### config.mk
export PLATFORM = sky130hd
export DESIGN_NAME = uart_tx_cfg
export DESIGN_NICKNAME = d
export VERILOG_FILES = /design/src/rtl/uart_tx_cfg.sv
export SDC_FILE = /design/constraint.sdc
export NUM_CORES = 1
export LEC_CHECK = 0
export BUFFER_PORTS_ARGS = -buffer_cell sky130_fd_sc_hd__buf_2
export CORE_ASPECT_RATIO = 1.25
export CORE_MARGIN = 2
export CORE_UTILIZATION = 50
export DETAILED_ROUTE_END_ITERATION = 6
export PLACE_DENSITY = 0.81
export SYNTH_ARGS = -nofsm -noshare
export SYNTH_HDL_FRONTEND = slang
export SYNTH_SLANG_ARGS = --single-unit
### constraint.sdc
create_clock -name i_Clock -period 2.4 [get_ports i_Clock]
set_clock_uncertainty 0.15 [all_clocks]
set_input_delay 0.48 -clock i_Clock [delete_from_list [all_inputs] [get_ports i_Clock]]
set_output_delay 0.48 -clock i_Clock [all_outputs]
set_load 0.02 [all_outputs]
### src/rtl/uart_tx_cfg.sv
// uart_tx_cfg: parametrised UART transmitter with a built-in TX FIFO.
// Frames go out LSB first at CLKS_PER_BIT clocks per bit. The frame format
// is start, DATA_BITS data, optional parity, then STOP_BITS stop bits.
// Optional feature macro UART_TX_BREAK_EN adds the i_Break input. That input
// holds the line low between frames and enforces a mark-after-break gap.
module uart_tx_cfg #(
  parameter int CLKS_PER_BIT = 5208,
  parameter int DATA_BITS    = 8,
  parameter int PARITY_MODE  = 0,
  parameter int STOP_BITS    = 1,
  parameter int FIFO_DEPTH   = 4
) (
  input  logic                          i_Clock,
  input  logic                          i_Reset,
  input  logic                          i_Enable,
`ifdef UART_TX_BREAK_EN
  input  logic                          i_Break,
`endif
  input  logic                          i_Tx_DV,
  input  logic [DATA_BITS-1:0]          i_Tx_Byte,
  output logic                          o_Tx_Ready,
  output logic [$clog2(FIFO_DEPTH):0]   o_Fifo_Count,
  output logic                          o_Overflow,
  output logic                          o_Tx_Active,
  output logic                          o_Tx_Serial,
  output logic                          o_Tx_Done
);

  localparam int PW = $clog2(FIFO_DEPTH);
  localparam int CW = $clog2(CLKS_PER_BIT);
  localparam int BW = $clog2(DATA_BITS);
  localparam logic [CW-1:0] CLK_MAX  = CW'(CLKS_PER_BIT - 1);
  localparam logic [BW-1:0] BIT_MAX  = BW'(DATA_BITS - 1);
  localparam logic [PW:0]   FULL_CNT = (PW+1)'(FIFO_DEPTH);

  typedef enum logic [2:0] {IDLE, START, DATA, PARITY, STOP, CLEANUP} state_t;

  state_t               state, state_nxt;
  logic [DATA_BITS-1:0] mem [FIFO_DEPTH];
  logic [PW-1:0]        wr_ptr, rd_ptr;
  logic [PW:0]          count;
  logic                 full, empty, push, pop;
  logic [CW-1:0]        clk_cnt;
  logic [BW-1:0]        bit_idx;
  logic                 stop_idx, stop_last, bit_end;
  logic [DATA_BITS-1:0] shift;
  logic                 par;
  logic                 can_start, brk_line;

  // Ready is judged before any pop this cycle, so a full FIFO rejects the push.
  assign full         = (count == FULL_CNT);
  assign empty        = (count == '0);
  assign push         = i_Tx_DV && !full;
  assign o_Tx_Ready   = !full;
  assign o_Fifo_Count = count;

  assign bit_end   = (clk_cnt == CLK_MAX);
  assign stop_last = (STOP_BITS == 1) || stop_idx;

  assign o_Tx_Active = (state == START) || (state == DATA) ||
                       (state == PARITY) || (state == STOP);
  assign o_Tx_Done   = (state == CLEANUP);

`ifdef UART_TX_BREAK_EN
  localparam int MW = $clog2(2*CLKS_PER_BIT);
  localparam logic [MW-1:0] MAB_MAX = MW'(2*CLKS_PER_BIT - 1);

  logic          mab_pend;
  logic [MW-1:0] mab_cnt;

  // A break is only applied between frames and never cuts into a frame.
  assign brk_line  = i_Break && ((state == IDLE) || (state == CLEANUP));
  assign can_start = !i_Break && !mab_pend;

  // Mark-after-break timer. A break arms it, and it then counts released IDLE cycles.
  always_ff @(posedge i_Clock) begin
    if (i_Reset) begin
      mab_pend <= 1'b0;
      mab_cnt  <= '0;
    end else if (brk_line) begin
      mab_pend <= 1'b1;
      mab_cnt  <= '0;
    end else if (mab_pend && (state == IDLE)) begin
      if (mab_cnt == MAB_MAX) begin
        mab_pend <= 1'b0;
        mab_cnt  <= '0;
      end else begin
        mab_cnt <= mab_cnt + 1'b1;
      end
    end
  end
`else
  assign brk_line  = 1'b0;
  assign can_start = 1'b1;
`endif

  // FIFO storage. Words need no reset because the occupancy count gates every read.
  always_ff @(posedge i_Clock) begin
    if (push) mem[wr_ptr] <= i_Tx_Byte;
  end

  // FIFO pointers, occupancy count and the overflow pulse.
  always_ff @(posedge i_Clock) begin
    if (i_Reset) begin
      wr_ptr     <= '0;
      rd_ptr     <= '0;
      count      <= '0;
      o_Overflow <= 1'b0;
    end else begin
      o_Overflow <= i_Tx_DV && full;
      if (push) wr_ptr <= wr_ptr + 1'b1;
      if (pop)  rd_ptr <= rd_ptr + 1'b1;
      case ({push, pop})
        2'b10:   count <= count + 1'b1;
        2'b01:   count <= count - 1'b1;
        default: count <= count;
      endcase
    end
  end

  // Frame sequencer. Dropping the enable abandons the current frame without a done pulse.
  always_comb begin
    state_nxt = state;
    pop       = 1'b0;
    case (state)
      IDLE:    if (!empty && can_start) begin
                 pop       = 1'b1;
                 state_nxt = START;
               end
      START:   if (bit_end) state_nxt = DATA;
      DATA:    if (bit_end && (bit_idx == BIT_MAX))
                 state_nxt = (PARITY_MODE != 0) ? PARITY : STOP;
      PARITY:  if (bit_end) state_nxt = STOP;
      STOP:    if (bit_end && stop_last) state_nxt = CLEANUP;
      CLEANUP: state_nxt = IDLE;
      default: state_nxt = IDLE;
    endcase
    if (!i_Enable) begin
      state_nxt = IDLE;
      pop       = 1'b0;
    end
  end

  // State register.
  always_ff @(posedge i_Clock) begin
    if (i_Reset) state <= IDLE;
    else         state <= state_nxt;
  end

  // Latch the head word and its parity bit when a frame is launched.
  always_ff @(posedge i_Clock) begin
    if (pop) begin
      shift <= mem[rd_ptr];
      par   <= (^mem[rd_ptr]) ^ (PARITY_MODE == 1);
    end
  end

  // Bit timing. The clock counter wraps at every bit boundary, and the indices step on each wrap.
  always_ff @(posedge i_Clock) begin
    if (i_Reset || !i_Enable || (state == IDLE) || (state == CLEANUP)) begin
      clk_cnt  <= '0;
      bit_idx  <= '0;
      stop_idx <= 1'b0;
    end else if (bit_end) begin
      clk_cnt <= '0;
      if (state == DATA) bit_idx <= (bit_idx == BIT_MAX) ? '0 : bit_idx + 1'b1;
      if (state == STOP) stop_idx <= !stop_idx;
    end else begin
      clk_cnt <= clk_cnt + 1'b1;
    end
  end

  // Registered line driver. It lags the state by one clock.
  always_ff @(posedge i_Clock) begin
    if (i_Reset || !i_Enable) begin
      o_Tx_Serial <= 1'b1;
    end else begin
      case (state)
        START:         o_Tx_Serial <= 1'b0;
        DATA:          o_Tx_Serial <= shift[bit_idx];
        PARITY:        o_Tx_Serial <= par;
        IDLE, CLEANUP: o_Tx_Serial <= !brk_line;
        default:       o_Tx_Serial <= 1'b1;
      endcase
    end
  end

endmodule

# Yosys cells after proc, flatten, opt, wreduce, memory -nomap -nowiden
# Memories as Yosys holds them, arrays and structs flattened. A register that Yosys moved wholly into a read port is not among the register bits.
# Cells that the tools add are included.
[op_classes]
addsub = 6
magnitude_cmp = 1
n_eq_ne = 15
n_mux = 18
bitwise = 1
n_reduce_logical = 19
[op_table]
columns = ["operator", "n"]
rows = [
  ["$mux W3", 6],
  ["$pmux W3 S5", 1],
  ["$add A13 B1 Y13 const B", 1],
  ["$eq A13 B13 Y1 const B", 1],
  ["$eq A3 B3 Y1 const B", 4],
  ["$ne A2 B2 Y1 const B", 5],
  ["$reduce_xor A8 Y1", 1],
  ["$add A3 B1 Y3 const B", 2],
  ["$eq A3 B2 Y1 const B", 2],
  ["$logic_not A3 Y1", 2],
  ["$logic_or A1 B1 Y1", 6],
  ["$mux W1", 6],
  ["$pmux W3 S2", 1],
  ["$reduce_and A5 Y1", 1],
  ["$add A2 B1 Y2 const B", 2],
  ["$lt A3 B4 Y1 const B", 1],
  ["$mux W2", 2],
  ["$reduce_or A2 Y1", 2],
  ["$bmux W1 S3", 1],
  ["$eq A3 B1 Y1 const B", 1],
  ["$logic_and A1 B1 Y1", 3],
  ["$pmux W1 S3", 1],
  ["$sub A3 B1 Y3 const B", 1],
  ["$eq A2 B1 Y1 const B", 1],
  ["5 further kinds", 6],
]
[word_totals]
register_bits = 37
ram_bits = 32
input_bits = 12
output_inout_bits = 8
memories = 1
[memory_table]
columns = ["name", "words", "word_bits", "read_ports", "rd_clocked_by_memory_dff", "write_ports", "line", "source"]
rows = [
  ["mem", 4, 8, 1, 1, 1, "39", "logic [DATA_BITS-1:0] mem [FIFO_DEPTH];"],
]

# Depth between registers and ports, before layout
# Gate-level depths: netlist of the first run.
[logic_depth]
word_depth = 6
ltp_mapped = 9
depth_no_buf = 8

# Least setup slack after synthesis of the first run
# OpenSTA, ideal clock, no wires.
[synth_timing]
path_kind = "register to register"
start = "reg count[2] (netlist: o_Fifo_Count[2])"
end = "reg count[2] (netlist: o_Fifo_Count[2])"
setup_ns = 0.070
arrival_time_ns = 2.488
slack_ns = -0.308
stages_incl_launch_ff = 10
n_path_buf = 1
cell_sequence = "dfxtp_1 > or3b_2 > clkbuf_1 > nand2_1 > ha_1 > inv_1 > fa_1 > xor2_1 > or3_1 > a21oi_1"
[synth_via]
elab_cells_between_ends = 13
[synth_lines]
columns = ["element", "line", "source"]
rows = [
  ["start: declaration", "41", "logic [PW:0] count;"],
  ["start signal: assignment", "114", "2'b10: count <= count + 1'b1;"],
  ["start signal: assignment", "115", "2'b01: count <= count - 1'b1;"],
  ["start signal: assignment", "116", "default: count <= count;"],
  ["$eq A3 B3 Y1 (*)", "51", "assign full = (count == FULL_CNT);"],
  ["$logic_not A1 Y1 (*)", "--", ""],
  ["named net o_Tx_Ready", "21", "output logic o_Tx_Ready,"],
  ["$logic_and A1 B1 Y1 (*)", "53", "assign push = i_Tx_DV && !full;"],
  ["$eq A2 B1 Y1 / $eq A2 B2 Y1 (equally long branches)", "113", "case ({push, pop})"],
  ["$pmux W3 S2 / $reduce_bool A2 Y1 (equally long branches)", "--", ""],
]
# Mark *: on every way through the listed nets, which the timed path passes. The rest lies on a longest branch.
# A chain may end at the register's enable or synchronous reset.

# Worst setup path after layout of the first run
[layout_timing]
start = "reg count[0] (netlist: o_Fifo_Count[0])"
end = "reg count[2] (netlist: o_Fifo_Count[2])"
[layout_via]
elab_chain_cells = 6
elab_cells_between_ends = 13
[layout_rtl]
columns = ["element", "line", "source"]
rows = [
  ["$logic_not A3 Y1", "52", "assign empty = (count == '0);"],
  ["$mux W1", "126", "IDLE: if (!empty && can_start) begin"],
  ["$mux W1", "125", "case (state)"],
  ["$mux W1", "138", "if (!i_Enable) begin"],
  ["$eq A2 B1 Y1 / $eq A2 B2 Y1 (equally long branches)", "113", ""],
  ["$pmux W3 S2 / $reduce_bool A2 Y1 (equally long branches)", "--", ""],
]
# Several ways; a longest one is shown, not always the timed one.

==> results by group, run 1 <==
Finish
  • Layout cells sized above 1: 0.244
  • Final Util: 0.586
  • Fill count: 440
  • Fin nets: 270
  • Commonest cells after routing, fill and taps aside: edfxtp_1 (41), nor2_1 (27), dfxtp_1 (27)
  • Most common cell after layout, fill and taps aside: edfxtp_1
  • Finished Layout Cells: 320
  • Fin area: 3390 µm²
  • Layout area overhead: 13.1%
  • Ant diodes: 0

Synthesis
  • FF+latch count, synth: 71
  • Syn Inst Count: 220
  • Syn Nets: 241
  • Seq/Total Area, Yosys: 0.612
  • Synth warn: 0
  • Synth Cell Area: 2990 µm²
  • Synth cell types: 38
  • Syn Area/Cell: 13.6 µm²

Timing
  • Achievable Freq: 431 MHz
  • Slew margin rel.: 0.703
  • Setup_tns: 0 ns
  • Slew Viols, Final: 0
  • Final Critical Period: 2.32 ns
  • RSZ-0062 raised after global routing: no
  • Fin. Hold Viols: 0
  • Tcrit/Tclk final: 0.968
  • Worst hold slack: 0.192 ns
  • Worst setup margin: 0.0773 ns
  • Slew @ Worst Pin: 0.446 ns
  • Final setup violating endpoints: 0

GRT
  • Overall Global Routing Usage: 0.154
  • Vias in the first global route: 1722
  • Pin count of the biggest net entering global routing: 16
  • Initial antenna violation count: 0
  • Global-route wire length before repair: 7710 µm
  • Overflow after GRT: 0

Floorplanning
  • Row cnt: 31
  • Number of I/O pins: 20
  • Chip width: 73.2 µm
  • Core area: 5780 µm²
  • Initial Utilization: 0.518
  • Full die area: 6630 µm²
  • Chip Height: 90.5 µm

Power
  • Pwr dens: 981 nW/µm²
  • Sequential group share of total power: 0.478
  • Combinational share of power: 0.258
  • Switching share of power: 0.298
  • Switch Pwr: 0.990 mW
  • Int Power: 2.33 mW
  • Max rail drop VDD: 579 µV
  • Leak pwr: 1.16 nW
  • Clock Power Share: 0.264
  • Final Power: 3.32 mW

Placed design
  • GPL Wtd Cong: 0.825
  • Placed cells: 304
  • Post-detail-place hpwl: 3170 µm
  • DP Area: 3200 µm²
  • Number of port buffers: 19
  • Pre-CTS setup slack: 0.104 ns

Worst setup path
  • Required time of the critical path: 2.52 ns
  • CP Depth: 8
  • RR Endpoint: o_Fifo_Count[2]$_SDFFE_PP0P_
  • Crit path launch: o_Fifo_Count[0]$_SDFFE_PP0P_
  • CP Capture Point: o_Fifo_Count[2]$_SDFFE_PP0P_
  • Reg-to-reg setup timing slack: 0.08 ns
  • R2R Path Start: o_Fifo_Count[0]$_SDFFE_PP0P_
  • Crit path cell chain: or3b_2 > nand2_4 > ha_4 > inv_1 > fa_2 > xor2_1 > or3_1 > a21oi_1
  • Buffers plus inverters on the worst setup path: 1
  • Largest stage delay, worst path: 0.51 ns
  • CP Data Arrival Time: 2.44 ns
  • Worst reg-to-reg path cell count: 8
  • Worst Path Max Fanout: 6
  • Worst setup SP type: register
  • CP endpoint kind: register
  • CP Class: register to register
  • Worst-path cell with the longest stage delay: or3b_2
  • Family with the most delay on the worst path: simple AND/OR/NAND/NOR gates

Clock network
  • H-tree depth: 3
  • Inserted Clock Buffers: 9
  • Root Driver: clkbuf_8
  • Clk Latency, worst-skew pair: 0.34 ns
  • Post-cts sizing count: 0
  • Clock Pin Slew Worst Setup and Hold Paths: 0.08 ns
  • Hold buffers post-CTS: 0
  • Post-CTS setup buffers: 0
  • CTS tree: built
  • Clock Tree Buf Depth: 2
  • Number of clock sinks: 71

Detailed routing
  • DRT iter0 DRCs: 54
  • Post-route DRC violation count: 0
  • Vias post-DR: 1721
  • Via/cell ratio: 5.38
  • Drt first pass iters: 4
  • Final ANT Viol Nets: 0
  • Wire per inst: 14.1 µm
  • Total Wirelength: 4500 µm

Hold path
  • Worst Hold Class: primary input to register

Outcome
  • Run status: completed

Job
  • Max_cap viols: 0
[flip-flops by register name (all words and copies together), names as in the netlist, named ones only]
| signal | cells |
|---|---|
| bit_idx | 3 |
| clk_cnt | 13 |
| mem | 32 |
| o_Fifo_Count | 3 |
| o_Overflow | 1 |
| o_Tx_Serial | 1 |
| par | 1 |
| rd_ptr | 2 |
| shift | 8 |
| state | 3 |
| wr_ptr | 2 |
[kinds of logic (layout without fill, tap and decap cells)]
kind of cell	count (synthesis)	count (layout)	share of synthesized area
adders and majority gates	9	9	0.0401
and+or+nand+nor	73	73	0.134
xor gates and xnor gates	25	25	0.0731
buffers and inverters	17	51	0.0288
AOI/OAI and AO/OA	11	11	0.0205
muxes	14	14	0.0915
DFF	71	71	0.612
[power groups by stage]
stage	Clock [mW]	Sequential, mW	Combinational, mW
final	0.878	1.59	0.856
after detailed placement	0	1.62	0.868
after global routing	0.956	1.61	0.950
after CTS	0.898	1.59	0.878
after floorplan	0	1.62	0.672
after global placement	0	1.61	0.848
[worst register-to-register path: cells and delay by family, from the launching register on]
| family | cells | cell delay [ns] |
|---|---|---|
| XOR/XNOR | 1 | 0.15 |
| buffers and inverters | 1 | 0.05 |
| AO/OA/AOI/OAI | 1 | 0.15 |
| AND/OR/NAND/NOR | 3 | 0.93 |
| adder cells (fa/ha/maj) | 2 | 0.47 |
| flip-flops | 1 | 0.36 |
[synth_stat cells (all sizes together)]
master / number / area share
nor4: 3 / 0.0063
or3b: 2 / 0.0059
nor3b: 2 / 0.0050
a21o: 1 / 0.0025
o21ai: 2 / 0.0033
dfxtp: 30 / 0.20
buf: 4 / 0.013
o22ai: 1 / 0.0021
and4bb: 1 / 0.0042
mux4: 10 / 0.078
nor2b: 1 / 0.0021
a21oi: 6 / 0.010
nor2: 27 / 0.034
nand2: 7 / 0.0088
xor2: 6 / 0.018
or4: 3 / 0.0075
mux2: 1 / 0.0038
nand2b: 2 / 0.0050
nand4: 3 / 0.0063
ha: 8 / 0.033
fa: 1 / 0.0067
clkbuf: 3 / 0.0038
nor3: 3 / 0.0050
xnor2: 19 / 0.056
inv: 10 / 0.013
and3: 7 / 0.015
nor4b: 1 / 0.0079
nand3: 7 / 0.012
and4b: 1 / 0.0033
mux2i: 3 / 0.010
edfxtp: 41 / 0.41
or3: 3 / 0.0067
a211oi: 1 / 0.0025
[how the worst min path moves through the flow]
stage                          startpoint                     to  slack [ns]  cells past startpoint
finish                       i_Tx_Byte[4]    mem[3][4]$_DFFE_PP_        0.19                      1
global route                 i_Tx_Byte[6]    mem[0][6]$_DFFE_PP_        0.19                      1
CTS                          i_Tx_Byte[4]    mem[3][4]$_DFFE_PP_        0.18                      1
detailed placement  clk_cnt[0]$_SDFF_PP0_  clk_cnt[0]$_SDFF_PP0_        0.29                      1
global placement    clk_cnt[0]$_SDFF_PP0_  clk_cnt[0]$_SDFF_PP0_        0.28                      1
floorplan           clk_cnt[0]$_SDFF_PP0_  clk_cnt[0]$_SDFF_PP0_        0.27                      1
[cell type report]
cell class              count  area [µm²]  area share
clock buffers               9         124      0.0366
clock inverters             7        61.3      0.0181
inverters                  10        37.5      0.0111
multi-input cells         132        1100       0.325
flip-flops and latches     71        1840       0.544
well taps                  66        82.6      0.0244
repair buffers             25         140      0.0414
[per-layer routing]
metal  global-route usage  part of all wire  up-vias
li1                     -                 -      858
met1                0.171              0.41      830
met2                0.263              0.53       23
met3               0.0502             0.032       10
met4               0.0694             0.022        0
met5                    0                 0        -
No activity file was read; power rests on OpenSTA's default activity.
==> run 2: changes to the inputs <==
- ABC_AREA: unset -> 1
==> results by group, run 2 <==
Floorplanning
  • Core area: 6520 µm² (+13%)
  • Chip width: 77.2 µm (+5.4%)
  • Full die area: 7360 µm² (+11%)
  • Initial Utilization: 0.513 (-0.00542)
  • Chip Height: 95.4 µm (+5.4%)
  • Row cnt: 33 (+6.5%)
  • Number of I/O pins: 20 (unchanged)

Synthesis
  • Syn Area/Cell: 8.64 µm² (-37%)
  • Seq/Total Area, Yosys: 0.548 (-0.0641)
  • Top post-synthesis cells by count: nand2_1 (120), inv_1 (43), edfxtp_1 (41)
  • Largest family of logic cells by synthesized area: simple AND/OR/NAND/NOR gates
  • Xor/xnor share of the synthesized area: 0.00786 (-0.0653)
  • Synth Cell Area: 3340 µm² (+12%)
  • Synth Area in Compound Gates: 0.0599 (+0.0394)
  • FF+latch count, synth: 71 (unchanged)
  • Syn Inst Count: 387 (+76%)
  • Synth warn: 0 (unchanged)
  • Simple-gate share of the synthesized area: 0.275 (+0.141)
  • Synth top area cells: edfxtp_1 (37%), dfxtp_1 (18%), nand2_1 (13%)
  • Ys flop type: edfxtp_1
  • Syn Nets: 408 (+69%)
  • Top cell type by total area after synthesis: edfxtp_1
  • Post-synth EDFFs: 41 (unchanged)
  • Share of the synthesized area in the top cell type: 0.368 (-0.0431)
  • Synth cell types: 31 (-18%)
  • Async S/R FF share, synth: 0 (unchanged)
  • Count leader, synth: nand2_1
  • Post-synthesis mux area share: 0 (-0.0915)
  • Adder-cell share of the synthesized area: 0.0359 (-0.00420)

Power
  • Max rail drop VDD: 642 µV (+11%)
  • Switching share of power: 0.391 (+0.0934)
  • Combinational share of power: 0.355 (+0.097)
  • Clock Power Share: 0.226 (-0.038)
  • Pwr dens: 1050 nW/µm² (+7.2%)
  • Int Power: 2.39 mW (+2.6%)
  • Leak pwr: 1.55 nW (+33%)
  • Switch Pwr: 1.54 mW (+55%)
  • Sequential group share of total power: 0.420 (-0.058)

GRT
  • Global-route wire length before repair: 10000 µm (+30%)
  • Overall Global Routing Usage: 0.174 (+0.0194)
  • Initial antenna violation count: 0 (unchanged)
  • Pin count of the biggest net entering global routing: 18 (+2)
  • Vias in the first global route: 2497 (+45%)
  • Overflow after GRT: 0 (unchanged)

Timing
  • Slew margin rel.: 0.632 (-0.0703)
  • Slew @ Worst Pin: 0.551 ns (+0.105 ns)
  • Worst hold slack: 0.191 ns (-0.00107 ns)
  • Slew Viols, Final: 0 (unchanged)
  • Achievable Freq: 451 MHz (+4.9%)
  • Final Critical Period: 2.21 ns (-0.108 ns)
  • Fin. Hold Viols: 0 (unchanged)
  • Final setup violating endpoints: 0 (unchanged)
  • Setup_tns: 0 ns (unchanged)
  • RSZ-0062 raised after global routing: no
  • Worst setup margin: 0.185 ns (+0.108 ns)
  • Tcrit/Tclk final: 0.923 (-0.0449)

Clock network
  • Hold buffers post-CTS: 0 (unchanged)
  • Inserted Clock Buffers: 9 (unchanged)
  • CTS tree: built
  • Root Driver: clkbuf_8
  • Clock Pin Slew Worst Setup and Hold Paths: 0.08 ns (about the same)
  • Number of clock sinks: 71 (unchanged)
  • Post-cts sizing count: 0 (unchanged)
  • Clk Latency, worst-skew pair: 0.34 ns (about the same)
  • Clock Tree Buf Depth: 2 (unchanged)
  • Post-CTS setup buffers: 0 (unchanged)
  • H-tree depth: 3 (unchanged)

Detailed routing
  • Vias post-DR: 2570 (+49%)
  • Total Wirelength: 5730 µm (+27%)
  • Wire per inst: 11.2 µm (-20%)
  • Via/cell ratio: 5.04 (-6.3%)
  • Post-route DRC violation count: 0 (unchanged)
  • Final ANT Viol Nets: 0 (unchanged)
  • Drt first pass iters: 4 (unchanged)
  • DRT iter0 DRCs: 120 (+120%)

Finish
  • Most common cell after layout, fill and taps aside: nand2_1
  • Max reg flops: 32 (unchanged)
  • Layout cells sized above 1: 0.144 (-0.0999)
  • Ant diodes: 0 (unchanged)
  • Biggest regs: mem: 32 flops, clk_cnt: 13 flops, shift: 8 flops
  • Final Util: 0.573 (-0.0128)
  • Largest register by flop count: mem
  • Layout area overhead: 11.8%
  • Fin area: 3740 µm² (+10%)
  • Commonest cells after routing, fill and taps aside: nand2_1 (120), inv_1 (43), edfxtp_1 (41)
  • Fin nets: 439 (+63%)

Placed design
  • Pre-CTS setup slack: 0.219 ns (+0.115 ns)
  • Post-detail-place hpwl: 4200 µm (+33%)
  • DP Area: 3550 µm² (+11%)
  • Number of port buffers: 19 (unchanged)
  • GPL Wtd Cong: 0.840 (+1.7%)

Worst setup path
  • CP Data Arrival Time: 2.36 ns (-0.08 ns)
  • CP Class: register to register
  • CP endpoint kind: register
  • Worst setup SP type: register
  • Required time of the critical path: 2.54 ns (+0.02 ns)
  • Worst Path Max Fanout: 4 (-2)

Hold path
  • Worst Hold Class: primary input to register

Job
  • Max_cap viols: 0 (unchanged)

Outcome
  • Run status: completed
==> run 2: per-layer routing <==
metal  track usage  wire, µm  vias up
met3        0.0492       173       10
met5             0         0        -
met4        0.0774        95        0
li1              -         -     1327
met2         0.325      3030       44
met1         0.182      2430     1189
==> run 2: per-stage QoR <==
| step | std cells | total power [mW] |
|---|---|---|
| floorplan | 387 | 2.76 |
| global placement | 494 | 3.00 |
| detailed placement | 494 | 3.07 |
| CTS | 510 | 3.96 |
| global route | 510 | 4.24 |
| finish | 510 | 3.93 |
==> run 2: power by group through the flow <==
stage                     Clock (mW)  Sequential [mW]  Combinational, mW
after floorplan                    0             1.66               1.10
after global placement             0             1.67               1.33
after detailed placement           0             1.67               1.40
after CTS                      0.912             1.65               1.40
after global routing           0.963             1.67               1.60
final                          0.888             1.65               1.39
==> run 2: worst max-delay path, cell delays in order (launching register included) <==
cell and delay [ns]:
dfxtp_1 0.34, inv_1 0.13, nand2_2 0.09, nor2_2 0.12
nand2_1 0.13, nor2_4 0.11, ha_1 0.14, inv_1 0.06
fa_1 0.37, a21oi_1 0.15, o21ai_0 0.12, a21oi_1 0.14
o21a_1 0.13
==> run 2: cell type report <==
class	instances	area (µm²)
fill	608	2790
sequential	71	1830
multi-input combinational	261	1270
inverter	48	183
timing repair buffer	27	155
clock buffer	9	124
tap	87	109
clock inverter	7	61.3
==> run 2: kinds of logic after synthesis <==
kind of cell,Yosys count
compound gates,36
buf+inv,55
fa+ha+maj,9
simple gates,213
flops,71
xor+xnor,3
==> run 2: path summary, 6_finish.rpt <==
path                         startpoint                            to  slack (ns)  cells after the start
setup reg to reg  state[0]$_SDFFE_PP0P_  o_Fifo_Count[2]$_SDFFE_PP0P_        0.19                     12
hold reg to reg   clk_cnt[0]$_SDFF_PP0_         clk_cnt[0]$_SDFF_PP0_        0.31                      1
hold / removal             i_Tx_Byte[5]           mem[2][5]$_DFFE_PP_        0.19                      1
setup / recovery  state[0]$_SDFFE_PP0P_  o_Fifo_Count[2]$_SDFFE_PP0P_        0.19                     12
==> run 3: changes to the inputs <==
- CTS_CLUSTER_DIAMETER: unset -> 40
- RECOVER_POWER: unset -> 25
==> results by group, run 3 (synthesis results as in run 2) <==
Outcome
  • Run status: completed

GRT
  • Overall Global Routing Usage: 0.174 (unchanged)
  • Overflow after GRT: 0 (unchanged)
  • Initial antenna violation count: 0 (unchanged)
  • Global-route wire length before repair: 10000 µm (unchanged)
  • Pin count of the biggest net entering global routing: 18 (unchanged)
  • Vias in the first global route: 2497 (unchanged)

Clock network
  • Clock Tree Buf Depth: 2 (unchanged)
  • Number of clock sinks: 71 (unchanged)
  • Clk Latency, worst-skew pair: 0.34 ns (about the same)
  • Post-cts sizing count: 0 (unchanged)
  • Hold buffers post-CTS: 0 (unchanged)
  • Root Driver: clkbuf_8
  • Post-CTS setup buffers: 0 (unchanged)
  • Inserted Clock Buffers: 9 (unchanged)
  • CTS tree: built
  • H-tree depth: 3 (unchanged)
  • Clock Pin Slew Worst Setup and Hold Paths: 0.08 ns (about the same)

Worst setup path
  • Buffers plus inverters on the worst setup path: 2 (unchanged)
  • CP Data Arrival Time: 2.36 ns (about the same)
  • Largest stage delay, worst path: 0.37 ns (about the same)
  • CP endpoint kind: register
  • Required time of the critical path: 2.54 ns (about the same)
  • Crit path cell chain: inv_1 > nand2_2 > nor2_2 > nand2_1 > nor2_4 > ha_1 > inv_1 > fa_1 > a21oi_1 > o21ai_0 > a21oi_1 > o21a_1
  • CP Class: register to register
  • Worst Path Max Fanout: 4 (unchanged)
  • Family with the most delay on the worst path: compound AO/OA/AOI/OAI gates
  • Worst setup SP type: register
  • Worst-path cell with the longest stage delay: fa_1

Floorplanning
  • Row cnt: 33 (unchanged)
  • Initial Utilization: 0.513 (unchanged)
  • Full die area: 7360 µm² (unchanged)
  • Core area: 6520 µm² (unchanged)
  • Chip width: 77.2 µm (unchanged)
  • Chip Height: 95.4 µm (unchanged)
  • Number of I/O pins: 20 (unchanged)

Finish
  • Commonest cells after routing, fill and taps aside: nand2_1 (120), inv_1 (43), edfxtp_1 (41)
  • Largest register by flop count: mem
  • Fin nets: 439 (unchanged)
  • Biggest regs: mem: 32 flops, clk_cnt: 13 flops, shift: 8 flops
  • Max reg flops: 32 (unchanged)
  • Layout cells sized above 1: 0.125 (-0.0189)
  • Fill count: 614 (+0.99%)
  • Finished Layout Cells: 510 (unchanged)
  • Most common cell after layout, fill and taps aside: nand2_1
  • Ant diodes: 0 (unchanged)
  • Layout area overhead: 11.5%

Power
  • Leak pwr: 1.53 nW (-1.4%)
  • Int Power: 2.39 mW (about the same)
  • Combinational share of power: 0.354 (about the same)
  • Clock Power Share: 0.226 (about the same)
  • Final Power: 3.93 mW (about the same)
  • Max rail drop VDD: 642 µV (about the same)
  • Switching share of power: 0.392 (about the same)
  • Switch Pwr: 1.54 mW (about the same)
  • Pwr dens: 1050 nW/µm² (+0.21%)
  • Sequential group share of total power: 0.420 (about the same)

Placed design
  • Pre-CTS setup slack: 0.219 ns (unchanged)
  • Placed cells: 494 (unchanged)
  • Number of port buffers: 19 (unchanged)
  • Post-detail-place hpwl: 4200 µm (unchanged)
  • GPL Wtd Cong: 0.840 (unchanged)

Timing
  • Worst setup margin: 0.185 ns (+0.00000100 ns)
  • Slew @ Worst Pin: 0.551 ns (+0.000425 ns)
  • RSZ-0062 raised after global routing: no
  • Fin. Hold Viols: 0 (unchanged)
  • Achievable Freq: 451 MHz (unchanged)
  • Worst hold slack: 0.229 ns (+0.0376 ns)
  • Slew Viols, Final: 0 (unchanged)
  • Final setup violating endpoints: 0 (unchanged)
  • Tcrit/Tclk final: 0.923 (about the same)
  • Setup_tns: 0 ns (unchanged)
  • Slew margin rel.: 0.632 (about the same)
  • Final Critical Period: 2.21 ns (-0.00000100 ns)

Detailed routing
  • Final ANT Viol Nets: 0 (unchanged)
  • Post-route DRC violation count: 0 (unchanged)
  • DRT iter0 DRCs: 119 (-0.83%)
  • Via/cell ratio: 5.05 (+0.12%)
  • Wire per inst: 11.2 µm (about the same)
  • Total Wirelength: 5730 µm (about the same)
  • Drt first pass iters: 4 (unchanged)
  • Vias post-DR: 2573 (+0.12%)

Job
  • Max_cap viols: 0 (unchanged)

Hold path
  • Worst Hold Class: primary input to register
## run 3: cell types whose count changed in the layout (fill, tap and decap cells not counted), sizes merged
cell,change
buf,-8
clkbuf,+8
## run 3: layout make-up
cell class / instances / area, µm² / area share
flip-flops and latches: 71 / 1830 / 0.491
multi-input cells: 261 / 1270 / 0.342
inverters: 48 / 183 / 0.0490
repair buffers: 27 / 145 / 0.0389
clock buffers: 9 / 124 / 0.0332
well taps: 87 / 109 / 0.0292
clock inverters: 7 / 61.3 / 0.0164
## run 3: power groups by stage
stage | clock network, mW | logic (mW) | registers [mW]
global placement | 0 | 1.33 | 1.67
finish | 0.888 | 1.39 | 1.65
CTS | 0.912 | 1.40 | 1.65
detailed placement | 0 | 1.40 | 1.67
global route | 0.963 | 1.60 | 1.67
floorplan | 0 | 1.10 | 1.66
## run 3: routing by layer
layer  track usage  part of all wire  vias to the layer above
met4        0.0774             0.017                        0
li1              -                 -                     1329
met5             0                 0                        -
met1         0.182              0.42                     1190
met2         0.325              0.53                       44
met3        0.0492             0.031                       10
## run 3: stage by stage
stage / util / area [µm²]
final: 0.572 / 3730
after global routing: 0.572 / 3730
after CTS: 0.573 / 3740
after detailed placement: 0.545 / 3550
after global placement: 0.545 / 3550
after floorplan: - / 3350
## run 3: final timing paths
| path | startpoint | endpoint | slack [ns] | depth (start not counted) |
|---|---|---|---|---|
| setup / recovery | state[0]$_SDFFE_PP0P_ | o_Fifo_Count[2]$_SDFFE_PP0P_ | 0.19 | 12 |
| hold / removal | i_Tx_DV | o_Overflow$_SDFF_PP0_ | 0.23 | 3 |
| setup reg to reg | state[0]$_SDFFE_PP0P_ | o_Fifo_Count[2]$_SDFFE_PP0P_ | 0.19 | 12 |
| hold reg to reg | clk_cnt[0]$_SDFF_PP0_ | clk_cnt[0]$_SDFF_PP0_ | 0.31 | 1 |
## run 3: worst min-delay path, delay by kind of cell
family | cells | cell delay (ns)
simple gates | 1 | 0.05
buf+inv | 2 | 0.15
